[config.mk]
export PLATFORM = sky130hd
export DESIGN_NAME = blit_engine
export DESIGN_NICKNAME = d
export VERILOG_FILES = /design/src/rtl/blit_engine_pkg.sv /design/src/rtl/blit_row_align.sv /design/src/rtl/blit_engine.sv
export SDC_FILE = /design/constraint.sdc
export NUM_CORES = 1
export LEC_CHECK = 0
export ABC_CLOCK_PERIOD_IN_PS = 4500
export BUFFER_PORTS_ARGS = -buffer_cell sky130_fd_sc_hd__buf_2
export CORE_AREA = 2 2 161 163
export DETAILED_ROUTE_END_ITERATION = 8
export DIE_AREA = 0 0 163 165
export PLACE_DENSITY = 0.54
export SYNTH_ARGS = -nofsm -noshare
export SYNTH_HDL_FRONTEND = slang
export SYNTH_HIERARCHICAL = 1
export SYNTH_SLANG_ARGS = --single-unit
[constraint.sdc]
create_clock -name clk -period 4.5 [get_ports clk]
set_input_delay 0.45 -clock clk [delete_from_list [all_inputs] [get_ports clk]]
set_output_delay 0.45 -clock clk [all_outputs]
set_load 0.02 [all_outputs]
[src/rtl/blit_engine_pkg.sv]
`default_nettype none
// ============================================================================
//  Module      : blit_engine_pkg
//  Description : Command codes, framebuffer geometry, FSM state encoding and
//                window helpers shared by the blit engine files.
//  Revision    : 1.0  initial release
// ============================================================================
package blit_engine_pkg;

  // Command codes driven by the CPU on blit_op
  localparam logic [2:0] BLIT_OP_CLEAR        = 3'd0;
  localparam logic [2:0] BLIT_OP_SPRITE       = 3'd1;
  localparam logic [2:0] BLIT_OP_SPRITE_16    = 3'd2;
  localparam logic [2:0] BLIT_OP_SCROLL_DOWN  = 3'd3;
  localparam logic [2:0] BLIT_OP_SCROLL_LEFT  = 3'd4;
  localparam logic [2:0] BLIT_OP_SCROLL_RIGHT = 3'd5;

  // Framebuffer geometry: 16 byte columns x 64 rows, 1bpp
  localparam int FB_COLS = 16;
  localparam int FB_ROWS = 64;
  localparam logic [3:0] COL_LAST = 4'(FB_COLS - 1);
  localparam logic [5:0] ROW_LAST = 6'(FB_ROWS - 1);

  // Width of the aligned sprite window (two source bytes plus spill byte)
  localparam int WIN_W = 24;

  typedef enum logic [2:0] {
    ST_IDLE     = 3'd0,
    ST_CLEAR    = 3'd1,
    ST_SRC_RD   = 3'd2,
    ST_SRC_WAIT = 3'd3,
    ST_FB_RD    = 3'd4,
    ST_FB_WAIT  = 3'd5,
    ST_FB_WR    = 3'd6
  } state_t;

  // Pick byte column k (0 = leftmost) out of the aligned window
  function automatic logic [7:0] win_byte(input logic [WIN_W-1:0] win,
                                          input logic [1:0]       k);
    logic [7:0] b;
    case (k)
      2'd0:    b = win[23:16];
      2'd1:    b = win[15:8];
      default: b = win[7:0];
    endcase
    return b;
  endfunction

endpackage
`default_nettype wire

[src/rtl/blit_row_align.sv]
`default_nettype none
// ============================================================================
//  Module      : blit_row_align
//  Description : Shifts one sprite row ({hi,lo}) right by the sub-byte X
//                offset into a 24-bit window spanning three byte columns.
//                8-pixel-wide sprites present lo = 0.
//  Revision    : 1.0  initial release
// ============================================================================
module blit_row_align
  import blit_engine_pkg::*;
(
  input  logic [7:0]       i_hi,
  input  logic [7:0]       i_lo,
  input  logic [2:0]       i_shift,
  output logic [WIN_W-1:0] o_win
);

  // MSB is the leftmost pixel, so a larger X moves bits toward the LSB
  assign o_win = {i_hi, i_lo, 8'h00} >> i_shift;

endmodule
`default_nettype wire

[src/rtl/blit_engine.sv]
`default_nettype none
// ============================================================================
//  Module      : blit_engine
//  Description : CPU blit responder for the 128x64 1bpp framebuffer. Runs
//                clear, XOR sprite 8xN / 16x16 and 4-pixel / N-row scrolls
//                using one read-modify-write per framebuffer byte.
//  Revision    : 1.0  initial release
// ============================================================================
module blit_engine
  import blit_engine_pkg::*;
#(
  parameter int SCROLL_LR_PX = 4,
  parameter int FB_ADDR_W    = 10
) (
  input  logic                 clk,
  input  logic                 res_n,
  input  logic [2:0]           blit_op,
  input  logic [11:0]          blit_src,
  input  logic [3:0]           blit_srcHeight,
  input  logic [6:0]           blit_destX,
  input  logic [5:0]           blit_destY,
  input  logic                 blit_enable,
  output logic                 blit_done,
  output logic                 blit_collision,
  output logic                 src_en,
  output logic [11:0]          src_addr,
  input  logic [7:0]           src_data,
  output logic [FB_ADDR_W-1:0] fb_addr,
  output logic                 fb_we,
  output logic [7:0]           fb_wdata,
  input  logic [7:0]           fb_rdata
);

  // Left/right scrolls are hard-wired as nibble moves
  if (SCROLL_LR_PX != 4) begin : g_lr_px_unsupported
    $error("blit_engine: SCROLL_LR_PX must be 4");
  end

  state_t      r_state;
  logic        r_en_q;
  logic [2:0]  r_op;
  logic [11:0] r_src;
  logic [3:0]  r_h;
  logic [6:0]  r_dx;
  logic [5:0]  r_dy;
  logic [5:0]  r_row;
  logic [3:0]  r_col;
  logic [3:0]  r_srow;
  logic [1:0]  r_k;
  logic        r_byte;
  logic [7:0]  r_hi;
  logic [7:0]  r_lo;
  logic [3:0]  r_carry;

  logic             w_start;
  logic             w_sprite;
  logic             w_spr16;
  logic [1:0]       w_last_k;
  logic [3:0]       w_last_srow;
  logic [3:0]       w_srow_nx;
  logic [11:0]      w_src_nx;
  logic [WIN_W-1:0] w_win;
  logic [7:0]       w_wbyte;
  logic             w_sd_copy;
  logic [3:0]       w_carry_in;
  logic [7:0]       w_new;
  logic [5:0]       w_nx_row;
  logic [3:0]       w_nx_col;
  logic             w_scroll_last;
  logic [FB_ADDR_W-1:0] w_wr_addr;

  // Byte address read for a given position; scroll-down reads n rows above
  function automatic logic [FB_ADDR_W-1:0] f_rd_addr(
    input logic [2:0] op,   input logic [3:0] n,
    input logic [6:0] dx,   input logic [5:0] dy,
    input logic [5:0] row,  input logic [3:0] col,
    input logic [3:0] srow, input logic [1:0] k);
    logic [5:0] y;
    logic [3:0] c;
    if (op == BLIT_OP_SPRITE || op == BLIT_OP_SPRITE_16) begin
      y = dy + {2'b00, srow};
      c = dx[6:3] + {2'b00, k};
    end else if (op == BLIT_OP_SCROLL_DOWN && row >= {2'b00, n}) begin
      y = row - {2'b00, n};
      c = col;
    end else begin
      y = row;
      c = col;
    end
    return FB_ADDR_W'({y, c});
  endfunction

  assign w_start   = blit_enable & ~r_en_q;
  assign blit_done = (r_state == ST_IDLE) & ~w_start;

  assign w_sprite    = (r_op == BLIT_OP_SPRITE) || (r_op == BLIT_OP_SPRITE_16);
  assign w_spr16     = (r_op == BLIT_OP_SPRITE_16);
  assign w_last_k    = w_spr16 ? 2'd2 : 2'd1;
  assign w_last_srow = w_spr16 ? 4'd15 : (r_h - 4'd1);
  assign w_srow_nx   = r_srow + 4'd1;
  assign w_src_nx    = r_src + (w_spr16 ? {7'd0, w_srow_nx, 1'b0} : {8'd0, w_srow_nx});
  assign w_wbyte     = win_byte(w_win, r_k);
  assign w_sd_copy   = (r_row >= {2'b00, r_h});
  assign w_wr_addr   = (r_op == BLIT_OP_SCROLL_DOWN) ? FB_ADDR_W'({r_row, r_col})
                     : f_rd_addr(r_op, r_h, r_dx, r_dy, r_row, r_col, r_srow, r_k);

  blit_row_align u_align (
    .i_hi    (r_hi),
    .i_lo    (r_lo),
    .i_shift (r_dx[2:0]),
    .o_win   (w_win)
  );

  // New byte value for the byte currently held in fb_rdata
  always_comb begin
    w_carry_in = r_carry;
    if ((r_op == BLIT_OP_SCROLL_RIGHT && r_col == 4'd0) ||
        (r_op == BLIT_OP_SCROLL_LEFT  && r_col == COL_LAST))
      w_carry_in = 4'h0;
    case (r_op)
      BLIT_OP_SPRITE,
      BLIT_OP_SPRITE_16:    w_new = fb_rdata ^ w_wbyte;
      BLIT_OP_SCROLL_DOWN:  w_new = w_sd_copy ? fb_rdata : 8'h00;
      BLIT_OP_SCROLL_RIGHT: w_new = {w_carry_in, fb_rdata[7:4]};
      BLIT_OP_SCROLL_LEFT:  w_new = {fb_rdata[3:0], w_carry_in};
      default:              w_new = 8'h00;
    endcase
  end

  // Next row/column and end-of-pass detect for the three scroll walks
  always_comb begin
    w_nx_row      = r_row;
    w_nx_col      = r_col;
    w_scroll_last = 1'b0;
    case (r_op)
      BLIT_OP_SCROLL_DOWN: begin
        w_scroll_last = (r_row == 6'd0) && (r_col == COL_LAST);
        w_nx_col      = r_col + 4'd1;
        if (r_col == COL_LAST) w_nx_row = r_row - 6'd1;
      end
      BLIT_OP_SCROLL_RIGHT: begin
        w_scroll_last = (r_row == ROW_LAST) && (r_col == COL_LAST);
        w_nx_col      = r_col + 4'd1;
        if (r_col == COL_LAST) w_nx_row = r_row + 6'd1;
      end
      BLIT_OP_SCROLL_LEFT: begin
        w_scroll_last = (r_row == ROW_LAST) && (r_col == 4'd0);
        w_nx_col      = r_col - 4'd1;
        if (r_col == 4'd0) w_nx_row = r_row + 6'd1;
      end
      default: ;
    endcase
  end

  // Command FSM: start latch, source fetch, per-byte RMW and registered outputs
  always_ff @(posedge clk or negedge res_n) begin
    if (!res_n) begin
      r_state        <= ST_IDLE;
      r_en_q         <= 1'b0;
      r_op           <= 3'd0;
      r_src          <= 12'd0;
      r_h            <= 4'd0;
      r_dx           <= 7'd0;
      r_dy           <= 6'd0;
      r_row          <= 6'd0;
      r_col          <= 4'd0;
      r_srow         <= 4'd0;
      r_k            <= 2'd0;
      r_byte         <= 1'b0;
      r_hi           <= 8'h00;
      r_lo           <= 8'h00;
      r_carry        <= 4'h0;
      blit_collision <= 1'b0;
      src_en         <= 1'b0;
      src_addr       <= 12'd0;
      fb_addr        <= '0;
      fb_we          <= 1'b0;
      fb_wdata       <= 8'h00;
    end else begin
      r_en_q <= blit_enable;
      case (r_state)
        ST_IDLE: begin
          fb_we  <= 1'b0;
          src_en <= 1'b0;
          if (w_start) begin
            r_op           <= blit_op;
            r_src          <= blit_src;
            r_h            <= blit_srcHeight;
            r_dx           <= blit_destX;
            r_dy           <= blit_destY;
            r_srow         <= 4'd0;
            r_k            <= 2'd0;
            r_byte         <= 1'b0;
            r_carry        <= 4'h0;
            blit_collision <= 1'b0;
            case (blit_op)
              BLIT_OP_CLEAR: begin
                r_state  <= ST_CLEAR;
                fb_addr  <= '0;
                fb_wdata <= 8'h00;
                fb_we    <= 1'b1;
              end
              BLIT_OP_SPRITE, BLIT_OP_SPRITE_16: begin
                if (blit_op == BLIT_OP_SPRITE_16 || blit_srcHeight != 4'd0) begin
                  r_state  <= ST_SRC_RD;
                  src_en   <= 1'b1;
                  src_addr <= blit_src;
                end
              end
              BLIT_OP_SCROLL_DOWN: begin
                if (blit_srcHeight != 4'd0) begin
                  r_state <= ST_FB_RD;
                  r_row   <= ROW_LAST;
                  r_col   <= 4'd0;
                  fb_addr <= f_rd_addr(blit_op, blit_srcHeight, blit_destX, blit_destY,
                                       ROW_LAST, 4'd0, 4'd0, 2'd0);
                end
              end
              BLIT_OP_SCROLL_RIGHT: begin
                r_state <= ST_FB_RD;
                r_row   <= 6'd0;
                r_col   <= 4'd0;
                fb_addr <= '0;
              end
              BLIT_OP_SCROLL_LEFT: begin
                r_state <= ST_FB_RD;
                r_row   <= 6'd0;
                r_col   <= COL_LAST;
                fb_addr <= FB_ADDR_W'({6'd0, COL_LAST});
              end
              default: ;
            endcase
          end
        end

        ST_CLEAR: begin
          if (fb_addr == '1) begin
            r_state <= ST_IDLE;
            fb_we   <= 1'b0;
          end else begin
            fb_addr <= fb_addr + {{(FB_ADDR_W-1){1'b0}}, 1'b1};
          end
        end

        ST_SRC_RD: r_state <= ST_SRC_WAIT;

        ST_SRC_WAIT: begin
          if (w_spr16 && !r_byte) begin
            r_hi     <= src_data;
            r_byte   <= 1'b1;
            src_addr <= src_addr + 12'd1;
            r_state  <= ST_SRC_RD;
          end else begin
            if (w_spr16) begin
              r_lo <= src_data;
            end else begin
              r_hi <= src_data;
              r_lo <= 8'h00;
            end
            r_byte  <= 1'b0;
            src_en  <= 1'b0;
            r_k     <= 2'd0;
            fb_addr <= f_rd_addr(r_op, r_h, r_dx, r_dy, r_row, r_col, r_srow, 2'd0);
            r_state <= ST_FB_RD;
          end
        end

        ST_FB_RD: r_state <= ST_FB_WAIT;

        ST_FB_WAIT: begin
          fb_we    <= 1'b1;
          fb_wdata <= w_new;
          fb_addr  <= w_wr_addr;
          if (w_sprite && |(fb_rdata & w_wbyte)) blit_collision <= 1'b1;
          if (r_op == BLIT_OP_SCROLL_RIGHT) r_carry <= fb_rdata[3:0];
          if (r_op == BLIT_OP_SCROLL_LEFT)  r_carry <= fb_rdata[7:4];
          r_state  <= ST_FB_WR;
        end

        ST_FB_WR: begin
          fb_we <= 1'b0;
          if (w_sprite) begin
            if (r_k != w_last_k) begin
              r_k     <= r_k + 2'd1;
              fb_addr <= f_rd_addr(r_op, r_h, r_dx, r_dy, r_row, r_col, r_srow, r_k + 2'd1);
              r_state <= ST_FB_RD;
            end else if (r_srow == w_last_srow) begin
              r_state <= ST_IDLE;
            end else begin
              r_srow   <= w_srow_nx;
              r_k      <= 2'd0;
              src_en   <= 1'b1;
              src_addr <= w_src_nx;
              r_state  <= ST_SRC_RD;
            end
          end else if (w_scroll_last) begin
            r_state <= ST_IDLE;
          end else begin
            r_row   <= w_nx_row;
            r_col   <= w_nx_col;
            fb_addr <= f_rd_addr(r_op, r_h, r_dx, r_dy, w_nx_row, w_nx_col, r_srow, r_k);
            r_state <= ST_FB_RD;
          end
        end

        default: r_state <= ST_IDLE;
      endcase
    end
  end

endmodule
`default_nettype wire
* Yosys cells after proc, flatten, opt, wreduce, memory -nomap -nowiden
Cells that the tools add are included.
Operators by class: add/sub/neg operators 16, magnitude comparators 2, shift operators 1, bitwise logic cells 7, equal/unequal tests 47, reductions and logical operators 48, multiplexer cells 98
Operators by type and width (count):
- $mux 12 | 7
- $mux 10 | 8
- $mux 6 | 11
- $mux 4 | 15
- $pmux 10 s5 | 1
- $mux 8 | 6
- $pmux 12 s3 | 1
- $pmux 4 s2 | 4
- $pmux 8 s2 | 2
- $pmux 8 s4 | 1
- $pmux 10 s3 | 1
- $mux 3 | 8
- $pmux 6 s2 | 2
- $shr 24x3->24 | 1
- $ne 2x2->1 const B | 11
- $eq 3x3->1 const B | 7
- $pmux 3 s7 | 1
- $reduce_and 5->1 | 4
- $eq 3x2->1 const B | 6
- $ne 3x3->1 const B | 6
- $pmux 6 s3 | 1
- $reduce_and 8->1 | 2
- $mux 2 | 7
- $mux 1 | 13
- 52 further kinds | 93
Word-level totals: output and inout port bits 34, logic and storage cells 240, input bits 51, bits in registers 106

* Depth between registers and ports, before layout
depth after elaboration 9, mapped depth 15, mapped depth without buffers 15

* By module
Netlist, hierarchy kept.
By module, submodules not included:
- blit_engine | cells an instance 956, area an instance 7960.1 um2, seq. area each 2652.5 um2, times used 1
- blit_row_align | cells an instance 97, area an instance 700.7 um2, seq. area each 0.0 um2, times used 1

* Least setup slack after synthesis
No wires, ideal clock.
kind register to register, start point register r_row[1], end point register fb_addr[5], arrival 3.033 ns, clock period less this slack 3.170 ns, cell stages (with the launch flop) 14, slack 1.330 ns, setup time 0.137 ns, data required time 4.363 ns, path buffers 0, cells stage by stage dfrtp_1 > inv_1 > ha_1 > mux2_2 > a21oi_1 > inv_1 > ha_1 > a21boi_0 > o21ai_0 > nor3_2 > o21a_1 > o21ai_0 > a2111oi_0 > nor3_1
On the way: word-level cells in the longest chain between the ends 9, elaborated cells between the ends (all ways) 28, classes of those cells 4 x add/sub; 2 x order compare; 2 x eq/ne; 13 x mux; 7 x reduce/logical
RTL lines:
- from (decl) | RTL line blit_engine.sv:46 | logic [5:0] r_row;
- from (signal assigned) | RTL line blit_engine.sv:299 | r_row <= w_nx_row;
- $add 6x1->6 or $sub 6x1->6 (tied branches) | RTL line blit_engine.sv:144, blit_engine.sv:149, blit_engine.sv:139
- $mux 6, on equally long branches | RTL line blit_engine.sv:149, blit_engine.sv:139, blit_engine.sv:144
- $pmux 6 s3 | RTL line blit_engine.sv:135 | case (r_op)
- $ge 6x4->1 | RTL line blit_engine.sv:83 | end else if (op == BLIT_OP_SCROLL_DOWN && row >= {2'b00, n}) begin
- $logic_and 1x1->1 | RTL line blit_engine.sv:83
- $mux 6 | RTL line blit_engine.sv:83
- $mux 10 | RTL line blit_engine.sv:296 | end else if (w_scroll_last) begin
- $mux 10 | RTL line blit_engine.sv:282 | if (w_sprite) begin
- $pmux 10 s5 | RTL line blit_engine.sv:181 | case (r_state)
- to (signal assigned) | RTL line blit_engine.sv:273 | fb_addr <= w_wr_addr;
- to (signal assigned) | RTL line blit_engine.sv:285 | fb_addr <= f_rd_addr(r_op, r_h, r_dx, r_dy, r_row, r_col, r_srow, r_k + 2'd1);
- to (signal assigned) | RTL line blit_engine.sv:301 | fb_addr <= f_rd_addr(r_op, r_h, r_dx, r_dy, w_nx_row, w_nx_col, r_srow, r_k);
- to (decl) | RTL line blit_engine.sv:28 | output logic [FB_ADDR_W-1:0] fb_addr,
Parallel ways exist; a longest one is shown, timed or not. The select of a mux whose other input is x is not followed. A chain may end at the register's enable or synchronous reset.

* Worst setup path after layout
start point register r_col[0], end point register fb_addr[5]
On the way: word-level cells in the longest chain between the ends 9, elaborated cells between the ends (all ways) 19, classes of those cells 1 x add/sub; 1 x order compare; 2 x eq/ne; 9 x mux; 6 x reduce/logical
RTL lines:
- from (decl) | RTL line blit_engine.sv:47 | logic [3:0] r_col;
- from (signal assigned) | RTL line blit_engine.sv:300 | r_col <= w_nx_col;
- $eq 4x4->1 or $logic_not 4->1 (tied branches)
- $mux 6, on equally long branches | RTL line blit_engine.sv:144, blit_engine.sv:139, blit_engine.sv:149
- $pmux 6 s3 | RTL line blit_engine.sv:135
- $ge 6x4->1 | RTL line blit_engine.sv:83
- $logic_and 1x1->1 | RTL line blit_engine.sv:83
- $mux 6 | RTL line blit_engine.sv:83
- $mux 10 | RTL line blit_engine.sv:296
- $mux 10 | RTL line blit_engine.sv:282
- $pmux 10 s5 | RTL line blit_engine.sv:181
Parallel ways exist; a longest one is shown, timed or not. The select of a mux whose other input is x is not followed.

==> impl_summary.md <==
Run status
The run finished with clean final reports.

Routing
The count of nets left with antenna violations once routing finished came out at 0. The post-route DRC violation count is 0. In the routed layout, each cell is associated on average with a via count of 5.65. The pre-antenna-repair detailed-routing pass consisted of 7 iterations. The final route contains 8,090 vias. The total length of routed wires is 27,300 um. The starting DRC count in detailed routing is 483.

Dividing the detail-routed wire length by the instance count gives 19.0 um.

Synthesis
Summing the sequential cell areas from Yosys gives 30.6% of the chip area. Counting flops with an async set or reset pin after synthesis yields a share of 100%. The leading register cell type out of synthesis is sky130_fd_sc_hd__dfrtp_1.

After synthesis the cells add up to 8660 um^2. The post-synthesis sequential element count is 106. After synthesis, the mean cell area works out to 8.22 um^2.

The number of synthesized flops with an enable pin is 0. The number of warnings printed during yosys synthesis is 6. The total nets after synthesis is 1,151.

Yosys mapped the design onto 85 distinct sky130hd cell types. The cell count after synthesis is 1,053.

Setup path
In this run the critical register-to-register path is captured at fb_addr[5]. Across all register-to-register paths, the minimum setup slack is 0.71 ns. STA classifies the critical path startpoint as a flop. The highest net fanout along the worst path is 9. The critical path data arrival time is 4.03 ns. The total buffers and inverters traversed by the critical path is 0. The cell with the largest stage delay on the worst path is sky130_fd_sc_hd__dfrtp_1. The critical path capture point type is a flop. Traced cell by cell, the critical path runs through nand4_1 > nor2_1 > nor2_1 > xnor2_1 > ha_1 > fa_1 > a21boi_0 > o21ai_0 > nor3_2 > o21a_1 > o21ai_0 > a2111oi_0 > nor3_1. The startpoint of the most critical register-to-register path is r_col[0]. On the worst path, the slowest cell contributes a delay of 0.51 ns. By startpoint and endpoint, the worst setup path is classified as reg2reg. The number of cells traversed by the worst register-to-register path is 13. The required time at the worst-slack endpoint is 4.74 ns. The category of cells accounting for the largest share of critical-path delay is simple AND/OR/NAND/NOR gates.

GRT
The first-pass GRT wire length is 43,400 um. The initial antenna violation count is 1. The via count of the first global-routing pass is 7,770. Global routing used 20.6% of the available tracks. Entering global routing, the biggest net connects 79 pins. The total congestion overflow after global routing is 0.

CTS
The total of hold buffers inserted after clock tree synthesis is 0. In this run, post-CTS repair resized a total of 0 instances. The longest clock path from root to sink contains 2 buffers.

The clock net sink count is 106. The insertion delay to the later sink of the worst-skew pair is 0.37 ns. The root buffer cell chosen for the clock tree is sky130_fd_sc_hd__clkbuf_16. The setup fix buffers added after clock tree synthesis is 0. The clock buffer count from CTS is 9. CTS built an H-tree with a depth of 3. Clock-pin slew was measured on the worst setup and hold paths at 0.08 ns. TritonCTS built the clock tree.

Finish
The area growth from synthesis to layout is 10.3%. The utilization after layout is 38.2%. Summing all multi-input logic gate instances after layout gives 5500 um^2. The diode insertion count for antenna repair is 0. The net count of the finished layout is 1,196.

Counting the fill cells in the layout gives 2,593. Registers take 2650 um^2. The fraction of layout cells with a size suffix above 1 is 15.3%.

Power and ir drop
The combinational share of power is 58.0%. Across the VDD grid, the largest voltage drop is 245 uV. The leakage dissipation is 4.21 nW. Power spread over the standard cell area amounts to 699 nW/um^2. The share of total power dissipated in sequential elements is 29.5%. The analysis attributes to net switching a power of 3.37 mW.

The part of the total power dissipated in the clock network is 12.4%. The internal portion of total power is 3.31 mW. The switching power share of the total is 50.5%.

Die
The effective utilization at floorplan is 34.6%. The cell row count is 58. The die outline height is 165 um. The top-level I/O count is 85. The full die area is 26,900 um^2. The horizontal extent of the die is 163 um. The region available for standard cell placement spans 25,000 um^2.

Place
The placer's final routability congestion estimate is 0.887. Port buffering added 84 buffers. The HPWL after detailed placement is 20,400 um.

Hold path
Counting instances, the worst hold path has a depth of 1. For hold timing, the worst endpoint is r_en_q. The path class of the tightest hold or removal check is in2reg. The worst min-delay path startpoint is blit_enable.

Timing
For this run, the top clock speed supported by timing is 264 MHz. Hold is met by 0.227 ns. The actual transition at the worst max-transition pin is 1.16 ns.

The setup clock skew after layout is 0.0108 ns. Setup repair after global routing left no endpoint under its margin. Of the available clock period, the critical path in the final layout requires 84.2%. The post-layout minimum cycle time is 3.79 ns. The setup-violating endpoint count in the final report is 0. The number of hold-slack violations in the final timing report is 0. The relative max-transition margin is 22.4%. In the final timing run, aggregate negative setup slack is 0 ns. The max-slew violation total from the final report is 0.

Run
The max capacitance violation total is 0.
## cell families (layout without fill, tap and decap cells)
group / after synthesis / after routing / synth area share (%)
xor gates and xnor gates: 41 / 41 / 4.15
AOI/OAI and AO/OA: 322 / 322 / 25.0
adders and majority gates: 47 / 47 / 7.40
buffers and inverters: 105 / 155 / 5.95
DFF: 106 / 106 / 30.6
other: 1 / 1 / 0.0433
muxes: 49 / 49 / 6.41
and+or+nand+nor: 382 / 382 / 20.4
## layout by cell type (no fill, tap or decap), types with 7 or more instances in the layout
cell | Yosys | layout
sky130_fd_sc_hd__a211oi_1 | 17 | 17
sky130_fd_sc_hd__a21o_1 | 11 | 11
sky130_fd_sc_hd__a21oi_1 | 56 | 56
sky130_fd_sc_hd__a221oi_1 | 16 | 16
sky130_fd_sc_hd__a22o_1 | 16 | 16
sky130_fd_sc_hd__a22oi_1 | 16 | 16
sky130_fd_sc_hd__a31oi_1 | 15 | 15
sky130_fd_sc_hd__buf_2 | 9 | 83
sky130_fd_sc_hd__buf_4 | 7 | 17
sky130_fd_sc_hd__clkbuf_16 | 0 | 9
sky130_fd_sc_hd__dfrtp_1 | 106 | 106
sky130_fd_sc_hd__fa_1 | 7 | 7
sky130_fd_sc_hd__ha_1 | 40 | 40
sky130_fd_sc_hd__inv_1 | 39 | 39
sky130_fd_sc_hd__mux2_2 | 25 | 25
sky130_fd_sc_hd__mux2i_1 | 17 | 17
sky130_fd_sc_hd__nand2_1 | 169 | 169
sky130_fd_sc_hd__nand2b_1 | 13 | 13
sky130_fd_sc_hd__nand3_1 | 22 | 22
sky130_fd_sc_hd__nor2_1 | 80 | 79
sky130_fd_sc_hd__nor2b_1 | 17 | 17
sky130_fd_sc_hd__nor3_1 | 22 | 22
sky130_fd_sc_hd__nor4_1 | 10 | 10
sky130_fd_sc_hd__o211ai_1 | 8 | 8
sky130_fd_sc_hd__o21a_1 | 7 | 7
sky130_fd_sc_hd__o21ai_0 | 76 | 76
sky130_fd_sc_hd__o22ai_1 | 24 | 24
sky130_fd_sc_hd__o31ai_1 | 10 | 10
sky130_fd_sc_hd__xnor2_1 | 24 | 24
sky130_fd_sc_hd__xor2_1 | 17 | 17
## state kept, by name, indices dropped and copies added (netlist names), 2 cells and up
name,cells
r_src,12
r_dy,6
r_h,4
fb_wdata,8
r_row,6
r_state,3
r_hi,8
r_carry,4
r_lo,8
r_col,4
r_op,3
r_k,2
r_dx,7
src_addr,12
fb_addr,10
r_srow,4
## per-stage QoR
step | setup slack [ns] | instance area (um^2) | cells | power (mW)
floorplan | 1.33 | 8660 | 1053 | 4.81
global placement | 0.771 | 9250 | 1417 | 5.82
detailed placement | 0.751 | 9250 | 1417 | 5.81
CTS | 0.716 | 9560 | 1433 | 6.68
global route | 0.252 | 9560 | 1433 | 7.25
finish | 0.709 | 9560 | 1433 | 6.68
## power groups by stage
| stage | combinational, mW | clock [mW] | sequential, mW |
|---|---|---|---|
| final | 3.88 | 0.831 | 1.97 |
| after global placement | 3.85 | 0 | 1.96 |
| after CTS | 3.86 | 0.859 | 1.95 |
| after floorplan | 3.01 | 0 | 1.80 |
| after global routing | 4.31 | 0.894 | 2.05 |
| after detailed placement | 3.84 | 0 | 1.97 |
## Yosys cell counts, types with 10 or more instances
master / n / area [um^2]
sky130_fd_sc_hd__o22ai_1: 24 / 150
sky130_fd_sc_hd__mux2_2: 25 / 282
sky130_fd_sc_hd__mux2i_1: 17 / 170
sky130_fd_sc_hd__nor3_1: 22 / 110
sky130_fd_sc_hd__clkbuf_1: 34 / 128
sky130_fd_sc_hd__nand2_1: 169 / 634
sky130_fd_sc_hd__a21oi_1: 56 / 280
sky130_fd_sc_hd__a22oi_1: 16 / 120
sky130_fd_sc_hd__dfrtp_1: 106 / 2650
sky130_fd_sc_hd__o31ai_1: 10 / 75.1
sky130_fd_sc_hd__nor4_1: 10 / 62.6
sky130_fd_sc_hd__a221oi_1: 16 / 140
sky130_fd_sc_hd__a211oi_1: 17 / 128
sky130_fd_sc_hd__a21o_1: 11 / 82.6
sky130_fd_sc_hd__a31oi_1: 15 / 93.8
sky130_fd_sc_hd__xnor2_1: 24 / 210
sky130_fd_sc_hd__nor2_1: 80 / 300
sky130_fd_sc_hd__nand2b_1: 13 / 81.3
sky130_fd_sc_hd__ha_1: 40 / 500
sky130_fd_sc_hd__nor2b_1: 17 / 106
sky130_fd_sc_hd__inv_1: 39 / 146
sky130_fd_sc_hd__nand3_1: 22 / 110
sky130_fd_sc_hd__a22o_1: 16 / 140
sky130_fd_sc_hd__o21ai_0: 76 / 380
sky130_fd_sc_hd__xor2_1: 17 / 149
## final cells by class
class                   instances  area share (%)
clock buffers                   9            2.36
flip-flops and latches        106            27.8
multi-input cells             842            57.5
inverters                      39            1.53
repair buffers                100            5.68
well taps                     330            4.32
clock inverters                 7           0.838
## routing by layer
metal / wire length, um / GRT usage [%] / up-vias
li1: - / - / 3918
met1: 12900 / 28.4 / 3891
met2: 12500 / 33.0 / 239
met3: 1260 / 3.24 / 40
met4: 649 / 6.60 / 2
met5: 7 / 0 / -
## how the worst max path moves through the flow
stage	start	end	slack, ns	cells after the start
after floorplan	r_row[1]	fb_addr[5]	1.33	13
after detailed placement	r_col[0]	fb_addr[5]	0.75	13
after CTS	r_col[0]	fb_addr[5]	0.72	13
final	r_col[0]	fb_addr[5]	0.71	13
after global routing	r_op[2]	fb_addr[5]	0.25	15
after global placement	r_col[0]	fb_addr[5]	0.77	13
Note: power is estimated with default switching activity, not from simulation.
